$ cat src/rtl/vga_pkg.sv
// Shared constants and types for the 800x600 @ 60 Hz, 40 MHz video pipeline.
package vga_pkg;

    localparam int HOR_PIXELS = 800;
    localparam int VER_PIXELS = 600;

    typedef enum logic {
        DIR_POS = 1'b0,
        DIR_NEG = 1'b1
    } dir_t;

endpackage

$ cat src/rtl/vga_if.sv
// VGA stream bundle: timing counters, sync/blanking flags and pixel colour.
interface vga_if;

    logic [10:0] vcount;
    logic [10:0] hcount;
    logic        vsync;
    logic        hsync;
    logic        vblnk;
    logic        hblnk;
    logic [11:0] rgb;

    modport in (
        input vcount, hcount, vsync, hsync, vblnk, hblnk, rgb
    );

    modport out (
        output vcount, hcount, vsync, hsync, vblnk, hblnk, rgb
    );

endinterface

$ cat src/rtl/rect_motion.sv
// Single-axis position/direction register: steps once per tick and reflects
// off 0 and LIMIT so the object of extent SIZE always stays on screen.
module rect_motion
    import vga_pkg::*;
#(
    parameter int SIZE  = 64,
    parameter int LIMIT = 800,
    parameter int STEP  = 2,
    parameter int INIT  = 100
) (
    input  logic        clk40MHz,
    input  logic        rst,
    input  logic        tick,
    output logic [10:0] pos,
    output logic        flip
);

    localparam logic [11:0] STEP_W    = 12'(STEP);
    localparam logic [11:0] SIZE_W    = 12'(SIZE);
    localparam logic [11:0] LIMIT_W   = 12'(LIMIT);
    localparam logic [11:0] MAX_POS_W = 12'(LIMIT - SIZE);
    localparam logic [10:0] INIT_W    = 11'(INIT);

    logic [10:0] pos_r;
    dir_t        dir_r;
    logic [10:0] pos_nxt_s;
    dir_t        dir_nxt_s;
    logic        flip_s;
    logic [11:0] pos_ext_s;
    logic [11:0] fwd_end_s;

    assign pos_ext_s = {1'b0, pos_r};
    assign fwd_end_s = pos_ext_s + STEP_W + SIZE_W;
    assign pos       = pos_r;
    assign flip      = flip_s;

    // Next position/direction; the edge is clamped exactly onto the boundary.
    always_comb begin
        pos_nxt_s = pos_r;
        dir_nxt_s = dir_r;
        flip_s    = 1'b0;
        if (tick) begin
            case (dir_r)
                DIR_POS: begin
                    if (fwd_end_s > LIMIT_W) begin
                        pos_nxt_s = MAX_POS_W[10:0];
                        dir_nxt_s = DIR_NEG;
                        flip_s    = 1'b1;
                    end else begin
                        pos_nxt_s = 11'(pos_ext_s + STEP_W);
                    end
                end
                DIR_NEG: begin
                    if (pos_ext_s < STEP_W) begin
                        pos_nxt_s = 11'd0;
                        dir_nxt_s = DIR_POS;
                        flip_s    = 1'b1;
                    end else begin
                        pos_nxt_s = 11'(pos_ext_s - STEP_W);
                    end
                end
                default: begin
                    pos_nxt_s = INIT_W;
                    dir_nxt_s = DIR_POS;
                    flip_s    = 1'b0;
                end
            endcase
        end else begin
            pos_nxt_s = pos_r;
            dir_nxt_s = dir_r;
            flip_s    = 1'b0;
        end
    end

    // Position and direction state.
    always_ff @(posedge clk40MHz) begin
        if (rst) begin
            pos_r <= INIT_W;
            dir_r <= DIR_POS;
        end else begin
            pos_r <= pos_nxt_s;
            dir_r <= dir_nxt_s;
        end
    end

endmodule

$ cat src/rtl/draw_rect_bounce.sv
// Overlay stage: paints a solid rectangle on the background stream and moves
// it once per frame at the start of vertical blanking, bouncing off the edges.
module draw_rect_bounce
    import vga_pkg::*;
#(
    parameter int          RECT_W     = 64,
    parameter int          RECT_H     = 48,
    parameter logic [11:0] RECT_COLOR = 12'hf_8_0,
    parameter int          STEP       = 2,
    parameter int          X_INIT     = 100,
    parameter int          Y_INIT     = 100
) (
    input  logic clk40MHz,
    input  logic rst,
    input  logic freeze,
    vga_if.in    in_if,
    vga_if.out   out_if,
    output logic bounce
);

    localparam logic [11:0] RECT_W_W = 12'(RECT_W);
    localparam logic [11:0] RECT_H_W = 12'(RECT_H);

    logic        vblnk_d_r;
    logic        tick_s;
    logic [10:0] x_s;
    logic [10:0] y_s;
    logic        flip_x_s;
    logic        flip_y_s;
    logic        in_x_s;
    logic        in_y_s;
    logic        hit_s;
    logic [11:0] rgb_nxt_s;

    // Frame tick on the rising edge of vblnk, suppressed while frozen.
    assign tick_s = in_if.vblnk & ~vblnk_d_r & ~freeze;

    rect_motion #(
        .SIZE  (RECT_W),
        .LIMIT (HOR_PIXELS),
        .STEP  (STEP),
        .INIT  (X_INIT)
    ) u_motion_x (
        .clk40MHz (clk40MHz),
        .rst      (rst),
        .tick     (tick_s),
        .pos      (x_s),
        .flip     (flip_x_s)
    );

    rect_motion #(
        .SIZE  (RECT_H),
        .LIMIT (VER_PIXELS),
        .STEP  (STEP),
        .INIT  (Y_INIT)
    ) u_motion_y (
        .clk40MHz (clk40MHz),
        .rst      (rst),
        .tick     (tick_s),
        .pos      (y_s),
        .flip     (flip_y_s)
    );

    // Half-open span tests at 12 bits so x+RECT_W cannot wrap.
    assign in_x_s = ({1'b0, in_if.hcount} >= {1'b0, x_s}) &&
                    ({1'b0, in_if.hcount} <  ({1'b0, x_s} + RECT_W_W));
    assign in_y_s = ({1'b0, in_if.vcount} >= {1'b0, y_s}) &&
                    ({1'b0, in_if.vcount} <  ({1'b0, y_s} + RECT_H_W));
    assign hit_s  = ~in_if.vblnk & ~in_if.hblnk & in_x_s & in_y_s;

    // Colour mux: rectangle fill over the background.
    always_comb begin
        rgb_nxt_s = in_if.rgb;
        if (hit_s) begin
            rgb_nxt_s = RECT_COLOR;
        end else begin
            rgb_nxt_s = in_if.rgb;
        end
    end

    // One-cycle stream delay, vblnk history and bounce pulse.
    always_ff @(posedge clk40MHz) begin
        if (rst) begin
            out_if.vcount <= 11'd0;
            out_if.hcount <= 11'd0;
            out_if.vsync  <= 1'b0;
            out_if.hsync  <= 1'b0;
            out_if.vblnk  <= 1'b0;
            out_if.hblnk  <= 1'b0;
            out_if.rgb    <= 12'h000;
            vblnk_d_r     <= 1'b0;
            bounce        <= 1'b0;
        end else begin
            out_if.vcount <= in_if.vcount;
            out_if.hcount <= in_if.hcount;
            out_if.vsync  <= in_if.vsync;
            out_if.hsync  <= in_if.hsync;
            out_if.vblnk  <= in_if.vblnk;
            out_if.hblnk  <= in_if.hblnk;
            out_if.rgb    <= rgb_nxt_s;
            vblnk_d_r     <= in_if.vblnk;
            bounce        <= flip_x_s | flip_y_s;
        end
    end

endmodule

$ cat src/flat_wrapper.sv
// flat-port wrapper written by rule: the top's interface ports become plain ports
module draw_rect_bounce_flat import vga_pkg::*;
#(
    parameter int          RECT_W     = 64,
    parameter int          RECT_H     = 48,
    parameter logic [11:0] RECT_COLOR = 12'hf_8_0,
    parameter int          STEP       = 2,
    parameter int          X_INIT     = 100,
    parameter int          Y_INIT     = 100
)
  (clk40MHz, rst, freeze, bounce, in_if_vcount, in_if_hcount, in_if_vsync, in_if_hsync, in_if_vblnk, in_if_hblnk, in_if_rgb, out_if_vcount, out_if_hcount, out_if_vsync, out_if_hsync, out_if_vblnk, out_if_hblnk, out_if_rgb);
  vga_if in_if_i ();
  vga_if out_if_i ();
  input  logic clk40MHz;
  input  logic rst;
  input  logic freeze;
  output logic bounce;
  input wire logic [$bits(in_if_i.vcount)-1:0] in_if_vcount;
  input wire logic [$bits(in_if_i.hcount)-1:0] in_if_hcount;
  input wire logic [$bits(in_if_i.vsync)-1:0] in_if_vsync;
  input wire logic [$bits(in_if_i.hsync)-1:0] in_if_hsync;
  input wire logic [$bits(in_if_i.vblnk)-1:0] in_if_vblnk;
  input wire logic [$bits(in_if_i.hblnk)-1:0] in_if_hblnk;
  input wire logic [$bits(in_if_i.rgb)-1:0] in_if_rgb;
  output wire logic [$bits(out_if_i.vcount)-1:0] out_if_vcount;
  output wire logic [$bits(out_if_i.hcount)-1:0] out_if_hcount;
  output wire logic [$bits(out_if_i.vsync)-1:0] out_if_vsync;
  output wire logic [$bits(out_if_i.hsync)-1:0] out_if_hsync;
  output wire logic [$bits(out_if_i.vblnk)-1:0] out_if_vblnk;
  output wire logic [$bits(out_if_i.hblnk)-1:0] out_if_hblnk;
  output wire logic [$bits(out_if_i.rgb)-1:0] out_if_rgb;
  assign in_if_i.vcount = in_if_vcount;
  assign in_if_i.hcount = in_if_hcount;
  assign in_if_i.vsync = in_if_vsync;
  assign in_if_i.hsync = in_if_hsync;
  assign in_if_i.vblnk = in_if_vblnk;
  assign in_if_i.hblnk = in_if_hblnk;
  assign in_if_i.rgb = in_if_rgb;
  assign out_if_vcount = out_if_i.vcount;
  assign out_if_hcount = out_if_i.hcount;
  assign out_if_vsync = out_if_i.vsync;
  assign out_if_hsync = out_if_i.hsync;
  assign out_if_vblnk = out_if_i.vblnk;
  assign out_if_hblnk = out_if_i.hblnk;
  assign out_if_rgb = out_if_i.rgb;
  draw_rect_bounce #(.RECT_W(RECT_W), .RECT_H(RECT_H), .RECT_COLOR(RECT_COLOR), .STEP(STEP), .X_INIT(X_INIT), .Y_INIT(Y_INIT)) u_core (.clk40MHz(clk40MHz), .rst(rst), .freeze(freeze), .in_if(in_if_i), .out_if(out_if_i), .bounce(bounce));
endmodule
$ cat config.mk
export PLATFORM = sky130hd
export DESIGN_NAME = draw_rect_bounce_flat
export DESIGN_NICKNAME = d
export VERILOG_FILES = /design/src/rtl/vga_pkg.sv /design/src/rtl/vga_if.sv /design/src/rtl/rect_motion.sv /design/src/rtl/draw_rect_bounce.sv /design/src/flat_wrapper.sv
export SDC_FILE = /design/constraint.sdc
export NUM_CORES = 1
export LEC_CHECK = 0
export CAP_MARGIN = 15
export CORE_UTILIZATION = 55
export DETAILED_ROUTE_END_ITERATION = 12
export GPL_ROUTABILITY_DRIVEN = 0
export PLACE_DENSITY = 0.84
export SYNTH_ARGS = -nofsm -noshare
export SYNTH_HDL_FRONTEND = slang
export SYNTH_SLANG_ARGS = --single-unit
export TNS_END_PERCENT = 20
$ cat constraint.sdc
create_clock -name clk40MHz -period 6.5 [get_ports clk40MHz]
set_input_delay 1.3 -clock clk40MHz [delete_from_list [all_inputs] [get_ports clk40MHz]]
set_output_delay 1.3 -clock clk40MHz [all_outputs]
set_load 0.01 [all_outputs]
==> metrics.txt <==
top post-synthesis cells by count=dfxtp_1 (61), ha_1 (42), a21oi_1 (32), inv_1 (31), nand2_1 (30); syn_nets=565; ant diodes=0; Leak=1.97 nW; row count=30; crit path capture type=register; Setup-failing EPs final=0; sw power=244 uW; TritonCTS clock tree=built; worst skew pair latency=0.34 ns; ys async rst share=0%; Die W=88.0 um; clock sinks=61; CTS buffer count=9; Flop pwr share=42.9%; Required @ worst endpoint=6.73 ns; post-synthesis instance total=482; status=complete, no violations; logic gate share of total power=18.0%; global route overflow=0; clock group share of total power=39.1%; Area Overhead vs Synth=24.2%; worst slew margin relative to its limit=36.1%; register area share after synthesis=30.0%; H-tree levels=3; largest cells by area after synthesis=dfxtp_1 (30%), ha_1 (13%), xnor2_1 (4.5%); f_max=0.277 GHz; Max-cap violations=0; Clock Tree Root=clkbuf_8; Initial Util=58.3%; crit path kind=in2reg; Final Hold Viols=0; # hold bufs at CTS=0; # IOs=80; port buffer count=79; drt total wl=10.1 mm; initial antenna violation count=0; nets=628; most frequent cell after synthesis=dfxtp_1; worst slew pin tran=0.956 ns; GRT Total Usage=26.8%; count of cell types in the netlist=59; clk slew on worst S/H paths=0.06 ns; Hold WS=0.500 ns; RSZ-0062 raised after global routing=false; startpoint types=input port; vias in the first global route=3,476; layout cell share with drive strength beyond 1=6.01%; Final TNS setup=0 ns; WL per Instance=15.6 um; Peak supply drop=0.131 mV; Synth Cell Area=4070 um2; post-synth top area cell=dfxtp_1; Switching Share=25.8%; EDFF count, synth=0; Longest Clk Path Bufs=2; crit path time final=3.61 ns; Power Density=187 nW/um2; first-pass GRT wire length=16.3 mm; post-synth top area share=30.0%; Starting DRT DRC Count=247; largest net degree at the start of global routing=63; Post-DRT Antenna Nets=0; CP Max Fanout=12; post_cts resized=0; internal power=702 uW; CORE AREA=6980 um2; non-filler cells, final=645; post-placement cell count=630; fin. max-slew vios=0; vias after detailed routing=3,755; Die ar.=7750 um2; Synth Flop Type=dfxtp_1; Post-Syn Area per Cell=8.44 um2; crit share post-route=55.6%; Vias per Instance=5.82; Seq cells post-synth=61; drt first pass iters=5; Yosys warning count=0; CP arrival=3.84 ns; dpl hpwl=7.43 mm; post-CTS setup buffers=0; Die Ht=88.0 um; DR DRC count=0; min-delay worst type=reg2reg; clock skew=0.00894 ns
-- flip-flops by register name, summed over array words and instances (netlist names) --
| signal | cells |
|---|---|
| u_core.out_if.vblnk | 1 |
| u_core.u_motion_x.dir_r | 1 |
| u_core.u_motion_y.pos | 10 |
| u_core.u_motion_x.pos | 10 |
| u_core.out_if.hblnk | 1 |
| u_core.out_if.vcount | 11 |
| u_core.u_motion_y.dir_r | 1 |
| u_core.out_if.hcount | 11 |
| u_core.out_if.rgb | 12 |
| u_core.out_if.vsync | 1 |
| u_core.bounce | 1 |
| u_core.out_if.hsync | 1 |
-- power groups by stage --
stage / registers, mW / logic [mW] / clock network, mW
floorplan: 0.413 / 0.0965 / 0
global placement: 0.413 / 0.164 / 0
detailed placement: 0.414 / 0.169 / 0
CTS: 0.406 / 0.171 / 0.373
global route: 0.408 / 0.188 / 0.390
finish: 0.406 / 0.171 / 0.370
-- cells in the final DEF (no fill, tap or decap), types with 3 or more instances in the layout --
| cell type | synthesis | final |
|---|---|---|
| nand3_1 | 15 | 15 |
| o32ai_1 | 3 | 3 |
| a211o_1 | 3 | 3 |
| a21o_1 | 6 | 6 |
| nand2b_1 | 3 | 3 |
| o211ai_1 | 9 | 9 |
| a2111oi_0 | 4 | 4 |
| nor3_1 | 21 | 21 |
| clkdlybuf4s50_1 | 0 | 78 |
| xor2_1 | 4 | 4 |
| and4_1 | 4 | 4 |
| a211oi_1 | 7 | 7 |
| a31oi_1 | 9 | 9 |
| o22ai_1 | 3 | 3 |
| ha_1 | 42 | 42 |
| o21a_1 | 10 | 10 |
| nor2_1 | 25 | 25 |
| nor2b_1 | 28 | 28 |
| and2_1 | 6 | 6 |
| clkbuf_8 | 0 | 10 |
| and3_1 | 9 | 9 |
| inv_1 | 31 | 31 |
| a21oi_1 | 32 | 32 |
| and3b_1 | 7 | 7 |
| nand2_1 | 30 | 30 |
| dfxtp_1 | 61 | 61 |
| nand4_1 | 4 | 4 |
| o21ai_0 | 22 | 22 |
| clkinv_2 | 0 | 3 |
| xnor2_1 | 21 | 21 |
-- worst paths after layout --
path	from	end	slack [ns]	cells past startpoint
max	in_if_hcount[1]	u_core.out_if.rgb[0]$_SDFF_PP0_	2.89	10
min	u_core.u_motion_x.pos[1]$_SDFFE_PP0P_	u_core.u_motion_x.pos[1]$_SDFFE_PP0P_	0.50	2
max reg2reg	u_core.u_motion_y.pos[2]$_SDFFE_PP1P_	u_core.u_motion_y.pos[5]$_SDFFE_PP1P_	3.16	12
min reg2reg	u_core.u_motion_x.pos[1]$_SDFFE_PP0P_	u_core.u_motion_x.pos[1]$_SDFFE_PP0P_	0.50	2
-- cells by family after synthesis --
kind of cell | after synthesis | share of synthesized area [%]
and+or+nand+nor | 164 | 23.1
AOI/OAI and AO/OA | 130 | 22.2
DFF | 61 | 30.0
buffers and inverters | 60 | 6.39
adders and majority gates | 42 | 12.9
xor gates and xnor gates | 25 | 5.38
-- stage by stage --
step / area, um2 / utilization [%] / total power [mW] / setup slack, ns
finish: 5060 / 72.4 / 0.947 / 2.89
global route: 5060 / 72.4 / 0.985 / 2.76
CTS: 5060 / 72.4 / 0.949 / 2.90
detailed placement: 4840 / 69.4 / 0.583 / 2.57
global placement: 4840 / 69.4 / 0.577 / 2.65
floorplan: 4070 / - / 0.510 / 3.27
-- critical path, stage by stage --
cell and delay, ns:
clkdlybuf4s50_1 0.43, ha_1 0.30, o21a_1 0.17, o21a_1 0.16, o21a_1 0.17, o21a_1 0.18, a31o_2 0.26, a211oi_1 0.24
nand3_1 0.32, and3b_1 0.31
-- area by class of cell --
| type | instances | area [um2] |
|---|---|---|
| clock buffer | 10 | 138 |
| clock inverter | 5 | 75.1 |
| fill | 540 | 1930 |
| inverter | 32 | 120 |
| multi-input combinational | 361 | 2590 |
| sequential | 61 | 1220 |
| tap | 96 | 120 |
| timing repair buffer | 80 | 793 |
-- routing by layer --
| layer | up-vias | track usage [%] | wire [um] |
|---|---|---|---|
| met1 | 1718 | 35.6 | 4590 |
| met3 | 18 | 4.43 | 685 |
| met2 | 159 | 43.0 | 4640 |
| met4 | 0 | 11.9 | 176 |
| met5 | - | 0 | 0 |
| li1 | 1860 | - | - |
Note: power is estimated with default switching activity, not from simulation.
